--- config.mk ---
export PLATFORM = sky130hd
export DESIGN_NAME = pipe_stage_skid
export DESIGN_NICKNAME = d
export VERILOG_FILES = /design/src/rtl/pipe_stage_skid.sv
export SDC_FILE = /design/constraint.sdc
export NUM_CORES = 1
export LEC_CHECK = 0
export BUFFER_PORTS_ARGS = -buffer_cell sky130_fd_sc_hd__clkbuf_2
export CORE_UTILIZATION = 35
export CTS_BUF_LIST = sky130_fd_sc_hd__clkbuf_16
export DETAILED_ROUTE_END_ITERATION = 12
export GPL_ROUTABILITY_DRIVEN = 0
export PLACE_DENSITY = 0.57
export SYNTH_ARGS = -nofsm -noshare
export SYNTH_HDL_FRONTEND = slang
export SYNTH_SLANG_ARGS = --single-unit
export TNS_END_PERCENT = 100
--- constraint.sdc ---
create_clock -name clk -period 1.9 [get_ports clk]
set_input_delay 0.38 -clock clk [delete_from_list [all_inputs] [get_ports clk]]
set_output_delay 0.38 -clock clk [all_outputs]
set_load 0.02 [all_outputs]
--- src/rtl/pipe_stage_skid.sv ---
// Handshaked pipeline stage register with a one-entry skid buffer, flush and bubble counter.
// Latency: 1 cycle from an input capture to the output. Sustains 1 entry/cycle.
// Backpressure: a stall absorbs one extra entry in the skid buffer; in_ready drops only while the skid buffer is full.
module pipe_stage_skid #(
  parameter int DATA_W  = 64,
  parameter int CTRL_W  = 16,
  parameter int SFX_W   = 4,
  parameter int INSTR_W = 16,
  parameter logic [INSTR_W-1:0] NOP_INSTR = 16'h0800
) (
  input  logic               clk,
  input  logic               rst,
  input  logic               in_valid,
  output logic               in_ready,
  input  logic [DATA_W-1:0]  in_data,
  input  logic [CTRL_W-1:0]  in_ctrl,
  input  logic [SFX_W-1:0]   in_sfx,
  input  logic [INSTR_W-1:0] in_instr,
  input  logic               flush,
  output logic               out_valid,
  input  logic               out_ready,
  output logic [DATA_W-1:0]  out_data,
  output logic [CTRL_W-1:0]  out_ctrl,
  output logic [SFX_W-1:0]   out_sfx,
  output logic [INSTR_W-1:0] out_instr,
  output logic [15:0]        bubble_cnt
);

  localparam int ENTRY_W = DATA_W + CTRL_W + SFX_W + INSTR_W;

  // Occupancy encoding: EMPTY = nothing held, FULL = head only, SKID = head plus skid entry.
  localparam logic [1:0] ST_EMPTY = 2'd0;
  localparam logic [1:0] ST_FULL  = 2'd1;
  localparam logic [1:0] ST_SKID  = 2'd2;

  logic [1:0]         state_q, state_d;
  logic [ENTRY_W-1:0] main_q, main_d;
  logic [ENTRY_W-1:0] skid_q, skid_d;
  logic [15:0]        bubble_q, bubble_d;

  logic               in_fire, out_fire;
  logic [ENTRY_W-1:0] in_entry;

  logic [DATA_W-1:0]  main_data;
  logic [CTRL_W-1:0]  main_ctrl;
  logic [SFX_W-1:0]   main_sfx;
  logic [INSTR_W-1:0] main_instr;

  assign in_entry = {in_data, in_ctrl, in_sfx, in_instr};
  assign {main_data, main_ctrl, main_sfx, main_instr} = main_q;

  // in_ready comes straight from the state register so it never depends on out_ready.
  assign in_ready  = (state_q != ST_SKID);
  assign out_valid = (state_q != ST_EMPTY);
  assign in_fire   = in_valid & in_ready;
  assign out_fire  = out_valid & out_ready;

  // Data/ctrl keep showing the last head contents; side effects and instruction are masked into a bubble.
  assign out_data   = main_data;
  assign out_ctrl   = main_ctrl;
  assign out_sfx    = out_valid ? main_sfx : '0;
  assign out_instr  = out_valid ? main_instr : NOP_INSTR;
  assign bubble_cnt = bubble_q;

  // Next-state for occupancy and storage; flush empties the stage without touching stored contents.
  always_comb begin
    state_d = state_q;
    main_d  = main_q;
    skid_d  = skid_q;
    if (flush) begin
      state_d = ST_EMPTY;
    end else begin
      case (state_q)
        ST_EMPTY: begin
          if (in_fire) begin
            main_d  = in_entry;
            state_d = ST_FULL;
          end
        end
        ST_FULL: begin
          if (in_fire && out_fire) begin
            main_d = in_entry;
          end else if (in_fire) begin
            // Head is stalled: park the new entry behind it so order is preserved.
            skid_d  = in_entry;
            state_d = ST_SKID;
          end else if (out_fire) begin
            state_d = ST_EMPTY;
          end
        end
        ST_SKID: begin
          if (out_fire) begin
            main_d  = skid_q;
            state_d = ST_FULL;
          end
        end
        default: state_d = ST_EMPTY;
      endcase
    end
  end

  // Saturating count of cycles where downstream was ready but had nothing to take.
  always_comb begin
    bubble_d = bubble_q;
    if (out_ready && !out_valid && (bubble_q != 16'hFFFF)) begin
      bubble_d = bubble_q + 16'd1;
    end
  end

  // State update; reset wins over flush and any handshake.
  always_ff @(posedge clk) begin
    if (rst) begin
      state_q  <= ST_EMPTY;
      main_q   <= '0;
      skid_q   <= '0;
      bubble_q <= '0;
    end else begin
      state_q  <= state_d;
      main_q   <= main_d;
      skid_q   <= skid_d;
      bubble_q <= bubble_d;
    end
  end

endmodule

[Word level (Yosys, flattened, before mapping)]
Index checks and enable logic that the tools add are counted.
Widths: inputs -> output; s select.
Word-level totals
  word-level logic and storage cells: 41
  flip-flop bits (word level): 218
  output and inout port bits: 118
  bits of input ports: 105
Operators by class
  equal/unequal tests: 9
  bitwise logic cells: 4
  multiplexer cells: 12
  $add $sub $neg: 1
  reduce and logical (&&, ||, !) cells: 11
Operators with widths (number)
  $mux 100: 3
  $pmux 100 s3: 1
  $add 16x1->16 const B: 1
  $mux 16: 1
  $ne 16x16->1 const B: 1
  $mux 2: 5
  $ne 2x2->1 const B: 5
  $reduce_and 4->1: 2
  $pmux 2 s3: 1
  $reduce_and 5->1: 1
  $mux 4: 1
  $logic_and 1x1->1: 3
  $ne 3x3->1 const B: 1
  $reduce_bool 3->1: 1
  $and 1x1->1: 2
  $eq 2x1->1 const B: 1
  $eq 2x2->1 const B: 1
  $logic_not 2->1: 1
  $not 1->1: 2
  $reduce_bool 2->1: 1
  $reduce_or 2->1: 1
  $logic_not 1->1: 1

[Logic depth before layout (Yosys ltp)]
Gate-level depths: netlist of run 1.
  depth in word-level cells: 6
  mapped depth: 7
  gate-level depth less buffers: 5

[Least setup slack after synthesis of run 1]
No wires, ideal clock.
  path type: flip-flop to flip-flop
  start point: reg bubble_q[0] (netlist: bubble_cnt[0])
  end point: reg bubble_q[1] (netlist: bubble_cnt[1])
  arrival: 1691 ps
  period minus slack after synthesis: 1818 ps
  setup time: 128 ps
  path buffers: 0
  setup slack: 82 ps
  stages on the path, launching flop included: 6
  data required time: 1772 ps
  cells stage by stage: dfxtp_1 -> ha_1 -> nand3_1 -> o41ai_4 -> mux2i_1 -> nor2_1
Between the ends
  cells in the longest elaborated chain, start to end: 2
  elaborated cells on any way between the ends: 3
  those cells by class: add/sub: 1; eq/ne: 1; reduce/logical: 1
Ends and longest elaborated chain
  from (decl): RTL line 39  | logic [15:0] bubble_q, bubble_d;
  from (signal assigned): RTL line 121  | bubble_q <= bubble_d;
  parallel branches: the longest is 2 deep, another holds $add 16x1->16
Several ways; the timed one is not identified.
A chain may end at the register's enable or synchronous reset.

[Worst setup path in the final report of run 1]
  start point: reg state_q[1]
  end point: out out_instr[11]
Between the ends
  cells in the longest elaborated chain, start to end: 2
Ends and longest elaborated chain
  from (decl): RTL line 36  | logic [1:0] state_q, state_d;
  from (signal assigned): RTL line 118  | state_q <= state_d;
  $reduce_bool 2->1: RTL line 54  | assign out_valid = (state_q != ST_EMPTY);
  $mux 16: RTL line 62  | assign out_instr = out_valid ? main_instr : NOP_INSTR;
  to (decl): RTL line 25  | output logic [INSTR_W-1:0] out_instr,
No other way between the ends.

==> run metrics, run 1 <==
Mapped Area ~9800 sq um; Leak 0.00511 uW; die height 169 um; sequential share of power 47.1%; vias in the first global route 7630; P_sw 2680 uW; Cell Rows 60; Int Pwr 7590 uW; #FFs+latches synth 218; Initial Utilization 36.0%; critical path's slowest cell dfxtp_4; Synth Warn # 0; ant diodes 0; post-synthesis sequential area ratio 44.6%; initial antenna violation count 2; largest net degree at the start of global routing slightly below 80; total grt overflow 0; top_reg_cell synth dfxtp_1; worst hold path depth 3; largest family of logic cells by synthesized area compound AO/OA/AOI/OAI gates; most common cell in the netlist dfxtp_1; CTS clock-pin slew for the worst setup and hold paths 60 ps; crit path time final 1850 ps; worst-path maximum fanout 21; Iteration-0 DRC Markers 464; crit path kind reg2out; cell taking the most area after synthesis dfxtp_1; via count 8127; Root Driver clkbuf_16; setup_tns 0 ps; Worst Tran Pin Value around 380 ps; Synth Area in Simple Gates approximately 12%; CTS Sinks between 200 and 250; clock latency on the worst-skew pair 510 ps; Num CTS Buffers 25; first-pass GRT wire length 40600 um; outcome finished, final reports clean; area grow syn2layout 20.0%; clk buf depth 3; post-route antenna net violation count 0; Compound-Gate Fraction of Synth Area 21.2%; Worst VDD drop about 580 uV; CP Capture Type primary output; required time worst endpoint 1520 ps; detailed placement HPWL 16100 um; Die W between 150 and 200 um; Fill cells 2725; CTS Hold Bufs 0; IO buf count 222; Final Setup Violations 0; Cell variety after synth 35; routed len/inst 15.6 um; Clk network pwr share about two fifths; Final Skew ~12 ps; Largest stage delay, worst path between 300 and 400 ps; Post-synth EDFFs 0; max_slew headroom 74.8%; fin. max-slew vios 0; power share of the combinational group 11.9%; reg2reg path depth 5; share of cells above drive strength 1 25.6%; final worst-path cycle share 97.4%; FFs w/ async S/R, synth 0%; CTS tree built; PwrDens 875 nW/um^2; Syn Inst Count 1117; syn avg cell area around 9 sq um; worst path cell trace nor2_4 -> buf_12 -> or2_4 -> clkbuf_8; fmax 540 MHz; Vias/cell 5.03; max cap viols 0; post-layout util 43.2%; total core area 27200 sq um; GRT Total Usage 17.3%; Synth top area share 44.6%; syn_nets 1223; die outline area roughly 29000 sq um; Worst setup SP type register; Nets 1336; TritonRoute pass-1 iters 4; final WL 25300 um; Sw Ratio 26.1%; ranking of synthesized cells by area dfxtp_1 (45%), a21oi_1 (11%), mux2i_1 (10%); DRC violation count after routing 0; Final Hold Fails 0; Critical Path AT 1470 ps; Synth Area in Adders 0.128%; multiplexer area fraction after synthesis 10.6%; Synth Area in XOR/XNOR 0.179%; Worst Hold Class in2reg; # H-tree levels 1; # IOs ~220; RSZ-0062 raised after global routing false; Post-synth top cells dfxtp_1 (218), a21oi_1 (212), nand2_1 (207)
## sequential cells by signal, summed over array words and instances (netlist names)
name,count
skid_q,100
main_q,100
bubble_cnt,16
state_q,2
## worst max-delay path: cells and delay by family, from the launching register on
| kind | cells | cell delay (ps) |
|---|---|---|
| flops | 1 | 370 |
| buf+inv | 2 | 300 |
| simple gates | 2 | 280 |
## worst paths after layout
path	end	startpoint	slack, ps
setup / recovery	out_instr[11]	state_q[1]$_SDFFE_PP0P_	50
hold / removal	skid_q[29]$_SDFFE_PP0P_	in_ctrl[9]	100
setup reg to reg	bubble_cnt[15]$_SDFFE_PP0P_	state_q[1]$_SDFFE_PP0P_	110
hold reg to reg	skid_q[43]$_SDFFE_PP0P_	skid_q[43]$_SDFFE_PP0P_	450
## stage by stage
stage,power [uW],cell area [sq um],std cells,worst slack [ps],hold WS [ps]
final,10300,11700,1616,49.7,97.0
after floorplan,5810,9780,1117,81.6,436
after detailed placement,6170,10900,1572,71.8,446
after global placement,6150,10900,1572,117,440
after global routing,10700,11700,1616,0.602,86.5
after CTS,10400,11700,1615,17.4,79.9
## timing repair
| action | in CTS | in global routing |
|---|---|---|
| pin swaps | 0 | 1 |
| cloned | 0 | 1 |
| endpoints found under the setup margin | 22 | 77 |
| buffers inserted | 2 | 0 |
| gates resized for setup | 7 | 6 |
| hold endpoints to repair | 0 | 0 |
## cell families after synthesis
kind of cell / after synthesis
adder cells (fa/ha/maj): 1
multiplexers: 103
flip-flops: 218
AND/OR/NAND/NOR: 275
buffers and inverters: 188
XOR/XNOR: 2
AO/OA/AOI/OAI: 330
## layer usage
| metal | track usage, % | part of all wire [%] | up-vias |
|---|---|---|---|
| li1 | - | - | 4144 |
| met1 | 22.9 | 46 | 3738 |
| met2 | 27.6 | 45 | 215 |
| met3 | 5.34 | 7.6 | 26 |
| met4 | 3.45 | 1.3 | 4 |
| met5 | 0 | 0.10 | - |
## power by group through the flow
stage          Clock, uW  Sequential (uW)  Combinational, uW
2_1_floorplan          0             4920                889
3_3_place_gp           0             4940               1210
3_5_place_dp           0             4940               1220
4_1_cts             4330             4840               1230
5_1_grt             4510             4860               1340
6_report            4200             4840               1220
## area by class of cell
class	instances	area [sq um]	share of cell area [%]
clock inverters	16	67.6	0.576
well taps	372	465	3.97
flip-flops and latches	218	4370	37.3
inverters	3	16.3	0.139
clock buffers	25	626	5.33
repair buffers	271	1780	15.2
multi-input cells	711	4400	37.5
## placed cells by master (no fill, tap or decap), types with 3 or more instances in the layout
cell type / n
a21oi_1: 212
a311oi_1: 99
buf_12: 20
buf_4: 27
clkbuf_16: 26
clkbuf_2: 220
clkinv_1: 9
clkinv_2: 3
dfxtp_1: 216
inv_1: 5
mux2i_1: 102
nand2_1: 207
nand3_1: 7
nand4_1: 4
nor2_1: 5
nor2b_1: 21
o21ai_0: 9
o31ai_1: 3
or3_1: 10
(Power assumes the default switching activity.)
==> run 2, diff against run 1 <==
Clock period 1.9 ns to 1.8 ns, I/O delays scaled along.
==> run 2 against run 1 <==
Against the previous run: the flow now finishes with violations (setup timing); critical path depth up 1; non-clock buffer count rose by 25; count of clock-buffer cells in the layout unchanged; sequential cell count unchanged; register-to-register slack got worse by 140 ps; routed wire length grew 6.1%; die area did not move; sequential power up 5.6%; worst setup slack lost 110 ps.
==> run metrics, run 2 (same netlist as run 1, synthesis figures left out) <==
post-route antenna net violation count 0 (unchanged); IO buf count 222 (unchanged); setup ws final -59.9 ps (was 49.7 ps); ant diodes 0 (unchanged); Initial Utilization 36.0% (unchanged); Root Driver clkbuf_16 (unchanged); Critical Path Sink out_instr[7] (was out_instr[11]); CTS clock-pin slew for the worst setup and hold paths 60 ps (about the same); Num CTS Buffers 25 (unchanged); Top delay family on crit path buffers and inverters (was flip-flops); PwrDens 912 nW/um^2 (was 875 nW/um^2); most frequent cells in the layout dfxtp_1 (213), a21oi_1 (212), nand2_1 (207) (was clkbuf_2 (220), dfxtp_1 (216), a21oi_1 (212)); reg2reg path depth 6 (was 5); required time worst endpoint 1440 ps (was 1520 ps); CTS Hold Bufs 0 (unchanged); Buffers & Inverters on Critical Path 3 (was 2); Die W 169 um (unchanged); Worst setup SP type register (unchanged); die height 169 um (unchanged); detailed placement HPWL 15800 um (was 16100 um); Largest stage delay, worst path 360 ps (was 370 ps); final WL 26800 um (was 25300 um); area grow syn2layout 26.7% (was 20.0%); Crit. Startpoint state_q[1]$_SDFFE_PP0P_ (unchanged); routed len/inst 16.3 um (was 15.6 um); Leak 0.00544 uW (was 0.00511 uW); crit path time final 1860 ps; share of cells above drive strength 1 28.9% (was 25.6%); # IOs 223 (unchanged); Clk network pwr share 41.7% (was 40.9%); GRT Total Usage 17.1% (was 17.3%); critical path's slowest cell dfxtp_4 (unchanged); r2r startpoint state_q[0]$_SDFFE_PP0P_ (was state_q[1]$_SDFFE_PP0P_); final worst-path cycle share 103%; max_slew headroom 64.3% (was 74.8%); Final Skew 8.22 ps (was 11.9 ps); Nets 1362 (was 1336); Worst Tran Pin Value 535 ps (was 376 ps); # H-tree levels 1 (unchanged); Critical Path AT 1500 ps (was 1470 ps); storage element area 4380 sq um (was 4370 sq um); Vias/cell 5.12 (was 5.03); CP Depth 5 (was 4); worst-path maximum fanout 5 (was 21); reg2reg setup slack -30 ps (was 110 ps); Final Hold Fails 0 (unchanged); post-layout util 45.6% (was 43.2%); Sw Ratio 25.5% (was 26.1%); DRC violation count after routing 0 (unchanged); initial antenna violation count 0 (was 2); fmax about 540 MHz; total core area 27200 sq um (unchanged); first-pass GRT wire length 40300 um (was 40600 um); max cap viols 0 (unchanged); post-route cell area 12400 sq um (was 11700 sq um); largest net degree at the start of global routing 81 (was 79); total grt overflow 0 (unchanged); outcome finished, violations left (was finished, final reports clean); Cell Rows 60 (unchanged); most common cell after layout, fill and taps aside dfxtp_1 (was clkbuf_2); placed cell count 1577 (was 1572); RR Endpoint bubble_cnt[15]$_SDFFE_PP0P_ (unchanged); setup_tns -264 ps (was 0 ps); RSZ-0062 raised after global routing true (was false); Iteration-0 DRC Markers 554 (was 464); DP Area 11000 sq um (was 10900 sq um); total chip power 11300 uW (was 10300 uW); clk buf depth 3 (unchanged); violated checks setup timing; sequential share of power 45.3% (was 47.1%); Multi-input gate area 4530 sq um (was 4400 sq um); TritonRoute pass-1 iters 4 (unchanged); clock latency on the worst-skew pair 510 ps (about the same); Worst Hold Class in2reg (unchanged); fin. max-slew vios 0 (unchanged); Int Pwr 8410 uW (was 7590 uW); CTS tree built (unchanged); CTS Sinks 218 (unchanged); worst path cell trace nor2_4 -> buf_12 -> buf_16 -> nor2b_1 -> buf_4 (was nor2_4 -> buf_12 -> or2_4 -> clkbuf_8); crit path kind reg2out (unchanged); P_sw 2880 uW (was 2680 uW); die outline area 28600 sq um (unchanged); via count 8418 (was 8127); CP Capture Type primary output (unchanged); Worst VDD drop 597 uV (was 576 uV); Fill cells 2656 (was 2725); Final Instance Count excl. Fillers 1644 (was 1616); vias in the first global route 7601 (was 7630); power share of the combinational group 13.0% (was 11.9%); Final Setup Violations 8 (was 0)
[run 2: cell types whose count changed in the layout (fill, tap and decap cells not counted), sizes merged]
cell / before / now
inv: 6 / 12
clkinvlp: 1 / 0
o41ai: 1 / 2
buf: 49 / 85
bufinv: 0 / 2
clkbuf: 247 / 236
clkinv: 12 / 7
[run 2: final cells by class]
type | count | area share [%]
repair buffers | 296 | 18.2
multi-input cells | 712 | 36.5
clock buffers | 25 | 5.05
flip-flops and latches | 218 | 35.3
well taps | 372 | 3.76
inverters | 3 | 0.151
clock inverters | 18 | 1.01
[run 2: how the worst min path moves through the flow]
stage	from	endpoint	slack, ps	cells past startpoint
5_1_grt	in_sfx[1]	skid_q[17]$_SDFFE_PP0P_	70	3
4_1_cts	in_data[15]	skid_q[51]$_SDFFE_PP0P_	50	3
6_report	in_ctrl[1]	skid_q[21]$_SDFFE_PP0P_	90	3
3_5_place_dp	skid_q[4]$_SDFFE_PP0P_	skid_q[4]$_SDFFE_PP0P_	450	2
3_3_place_gp	skid_q[45]$_SDFFE_PP0P_	skid_q[45]$_SDFFE_PP0P_	440	2
2_1_floorplan	skid_q[0]$_SDFFE_PP0P_	skid_q[0]$_SDFFE_PP0P_	440	2
[run 2: worst register-to-register path, delay by kind of cell, from the launching register on]
kind          cells  cell delay [ps]
buf+inv           2              270
simple gates      3              760
flops             1              350
mux               1              350
[run 2: per-layer routing]
metal / vias to the layer above / GRT usage [%] / wire [um] / share of wire [%]
li1: 4208 / - / - / -
met1: 3978 / 23.5 / 12400 / 46
met2: 206 / 26.4 / 12200 / 45
met3: 26 / 4.92 / 1860 / 6.9
met4: 0 / 3.72 / 350 / 1.3
met5: - / 0 / 0 / 0
[run 2: stage by stage]
| stage | setup slack (ps) | hold slack (ps) |
|---|---|---|
| global placement | 79.7 | 440 |
| CTS | -88.5 | 50.1 |
| detailed placement | 72.1 | 446 |
| finish | -59.9 | 85.3 |
| floorplan | -6.53 | 436 |
| global route | -123 | 66.5 |
[run 2: power groups by stage]
stage | registers, uW | clock network, uW | logic [uW]
2_1_floorplan | 5200 | 0 | 938
3_3_place_gp | 5220 | 0 | 1270
3_5_place_dp | 5220 | 0 | 1280
4_1_cts | 5110 | 4890 | 1330
5_1_grt | 5130 | 5050 | 1590
6_report | 5110 | 4720 | 1470
[run 2: what timing repair did]
action	in CTS	in global routing
pin swaps	1	24
endpoints found under the setup margin	22	192
buffers inserted	5	10
cloned	2	9
resized for setup	31	57
==> run 3, diff against run 2 <==
Settings changed: CORE_ASPECT_RATIO set to 1.75.
==> run 3 against run 2 <==
Against the previous run: the run still ends with setup timing left; critical path depth fell by 1; register-to-register slack improved by 70 ps; clock skew rose by 2.5 ps; largest cell class unchanged; hold slack got worse by 8.8 ps; final area fell by 2.5%; sequential cell count did not move; combinational power fell by 5%; clock power fell by 12%; sequential power barely moved; critical endpoint is now out_instr[13]; routed wire length rose by 3.4%.
==> run metrics, run 3 (same netlist as run 1, synthesis figures left out) <==
post-route antenna net violation count 0 (unchanged); max_slew headroom 67.6% (was 64.3%); final worst-path cycle share 103% (about the same); total core area 27300 sq um (was 27200 sq um); Final Setup Violations 14 (was 8); clk buf depth 3 (unchanged); outcome finished, violations left (unchanged); Final Hold Fails 0 (unchanged); via count 8301 (was 8418); fin. max-slew vios 0 (unchanged); vias in the first global route 7655 (was 7601); setup ws final -47.1 ps (was -59.9 ps); RSZ-0062 raised after global routing true (unchanged); die height 223 um (was 169 um); Worst VDD drop 556 uV (was 597 uV); most common cell after layout, fill and taps aside dfxtp_1 (unchanged); total grt overflow 0 (unchanged); Crit. Startpoint state_q[1]$_SDFFE_PP0P_ (unchanged); post-layout util 44.2% (was 45.6%); Worst Hold Class in2reg (unchanged); area grow syn2layout 23.6% (was 26.7%); crit path kind reg2out (unchanged); Post-Place Setup Slack 34.9 ps (was 72.1 ps); RR Endpoint main_q[48]$_SDFFE_PP0P_ (was bubble_cnt[15]$_SDFFE_PP0P_); Critical Path Sink out_instr[13] (was out_instr[7]); DRC violation count after routing 0 (unchanged); GRT Total Usage 17.6% (was 17.1%); Nets 1349 (was 1362); placed cell count 1570 (was 1577); Vias/cell 5.11 (was 5.12); required time worst endpoint 1440 ps (about the same); # H-tree levels 1 (unchanged); final WL 27700 um (was 26800 um); CTS Sinks 218 (unchanged); crit path time final 1850 ps (was 1860 ps); die outline area 28600 sq um (about the same); share of cells above drive strength 1 28.6% (was 28.9%); IO buf count 222 (unchanged); Critical Path AT 1490 ps (was 1500 ps); Root Driver clkbuf_16 (unchanged); reg2reg path depth 6 (unchanged); Leak 0.00525 uW (was 0.00544 uW); detailed placement HPWL 16800 um (was 15800 um); CTS clock-pin slew for the worst setup and hold paths 70 ps (was 60 ps); Die W 128 um (was 169 um); Cell Rows 80 (was 60); TritonRoute pass-1 iters 5 (was 4); first-pass GRT wire length 40300 um (about the same); Worst setup SP type register (unchanged); CP Capture Type primary output (unchanged); Num CTS Buffers 22 (was 25); PwrDens 883 nW/um^2 (was 912 nW/um^2); setup_tns -221 ps (was -264 ps); max cap viols 0 (unchanged); Initial Utilization 35.8% (was 36.0%); reg2reg setup slack 40 ps (was -30 ps); fmax 541 MHz (was 538 MHz); largest net degree at the start of global routing 85 (was 81); CTS Hold Bufs 0 (unchanged); routed len/inst 17.1 um (was 16.3 um); most frequent cells in the layout dfxtp_1 (215), a21oi_1 (212), clkbuf_2 (211) (was dfxtp_1 (213), a21oi_1 (212), nand2_1 (207)); worst-path maximum fanout 8 (was 5); initial antenna violation count 1 (was 0); # IOs 223 (unchanged); Final Skew 10.7 ps (was 8.22 ps); CTS tree built (unchanged); Worst Tran Pin Value 485 ps (was 535 ps); Iteration-0 DRC Markers 332 (was 554); r2r startpoint state_q[0]$_SDFFE_PP0P_ (unchanged); clock latency on the worst-skew pair 510 ps (about the same); violated checks setup timing (unchanged); total chip power 10700 uW (was 11300 uW); Final Instance Count excl. Fillers 1623 (was 1644)
-- run 3: cell count changes in the layout (fill, tap and decap cells not counted), moves of 4 or more --
cell       previous run  this run
a311oi_1             92        78
a311oi_2              8        22
buf_12               20        13
buf_4                49        36
buf_6                 7        11
clkbuf_16            33        29
clkbuf_2            199       211
clkinv_2              4         0
-- run 3: what timing repair did --
action | 4_1_cts | 5_1_grt
cloned | 1 | 7
pin swaps | 2 | 6
endpoints found under the setup margin | 22 | 65
resized for setup | 16 | 63
buffers inserted | 6 | 4
hold endpoints to repair | 0 | 0
-- run 3: worst min path at each step --
stage / from / to / slack, ps / cells after the start
after global routing: in_instr[4] / skid_q[4]$_SDFFE_PP0P_ / 60 / 3
after floorplan: skid_q[0]$_SDFFE_PP0P_ / skid_q[0]$_SDFFE_PP0P_ / 440 / 2
final: in_data[27] / skid_q[63]$_SDFFE_PP0P_ / 80 / 3
after global placement: skid_q[56]$_SDFFE_PP0P_ / skid_q[56]$_SDFFE_PP0P_ / 440 / 2
after detailed placement: skid_q[54]$_SDFFE_PP0P_ / skid_q[54]$_SDFFE_PP0P_ / 450 / 2
after CTS: in_instr[2] / skid_q[2]$_SDFFE_PP0P_ / 50 / 3
-- run 3: through the flow --
stage | hold slack (ps) | instance area [sq um]
detailed placement | 446 | 10900
global placement | 440 | 10900
floorplan | 436 | 9780
global route | 62.9 | 12100
CTS | 48.8 | 11600
finish | 76.5 | 12100
-- run 3: metal layers --
layer | up-vias | track usage, % | wire, um
met3 | 53 | 3.67 | 1460
li1 | 4157 | - | -
met2 | 204 | 32.6 | 14300
met4 | 0 | 6.57 | 1000
met1 | 3887 | 19.3 | 10900
met5 | - | 0 | 0
-- run 3: report_power, final --
group	total (uW)	switching [uW]	leakage (uW)	internal [uW]
Sequential	5110	97.9	0.00178	5010
Combinational	1400	836	0.00315	569
Clock	4160	1880	0.000318	2270
-- run 3: cell type report --
type,count,area [sq um]
clock buffer,23,576
inverter,3,16.3
antenna,1,2.50
clock inverter,11,45.0
multi-input combinational,712,4580
sequential,218,4370
fill,2740,15200
timing repair buffer,286,2020
tap,369,462
-- run 3: worst max-delay path, stage by stage (launching register included) --
cell and delay (ps):
dfxtp_4 370, nor2_4 60, buf_6 140, nor2b_1 200, clkbuf_2 210
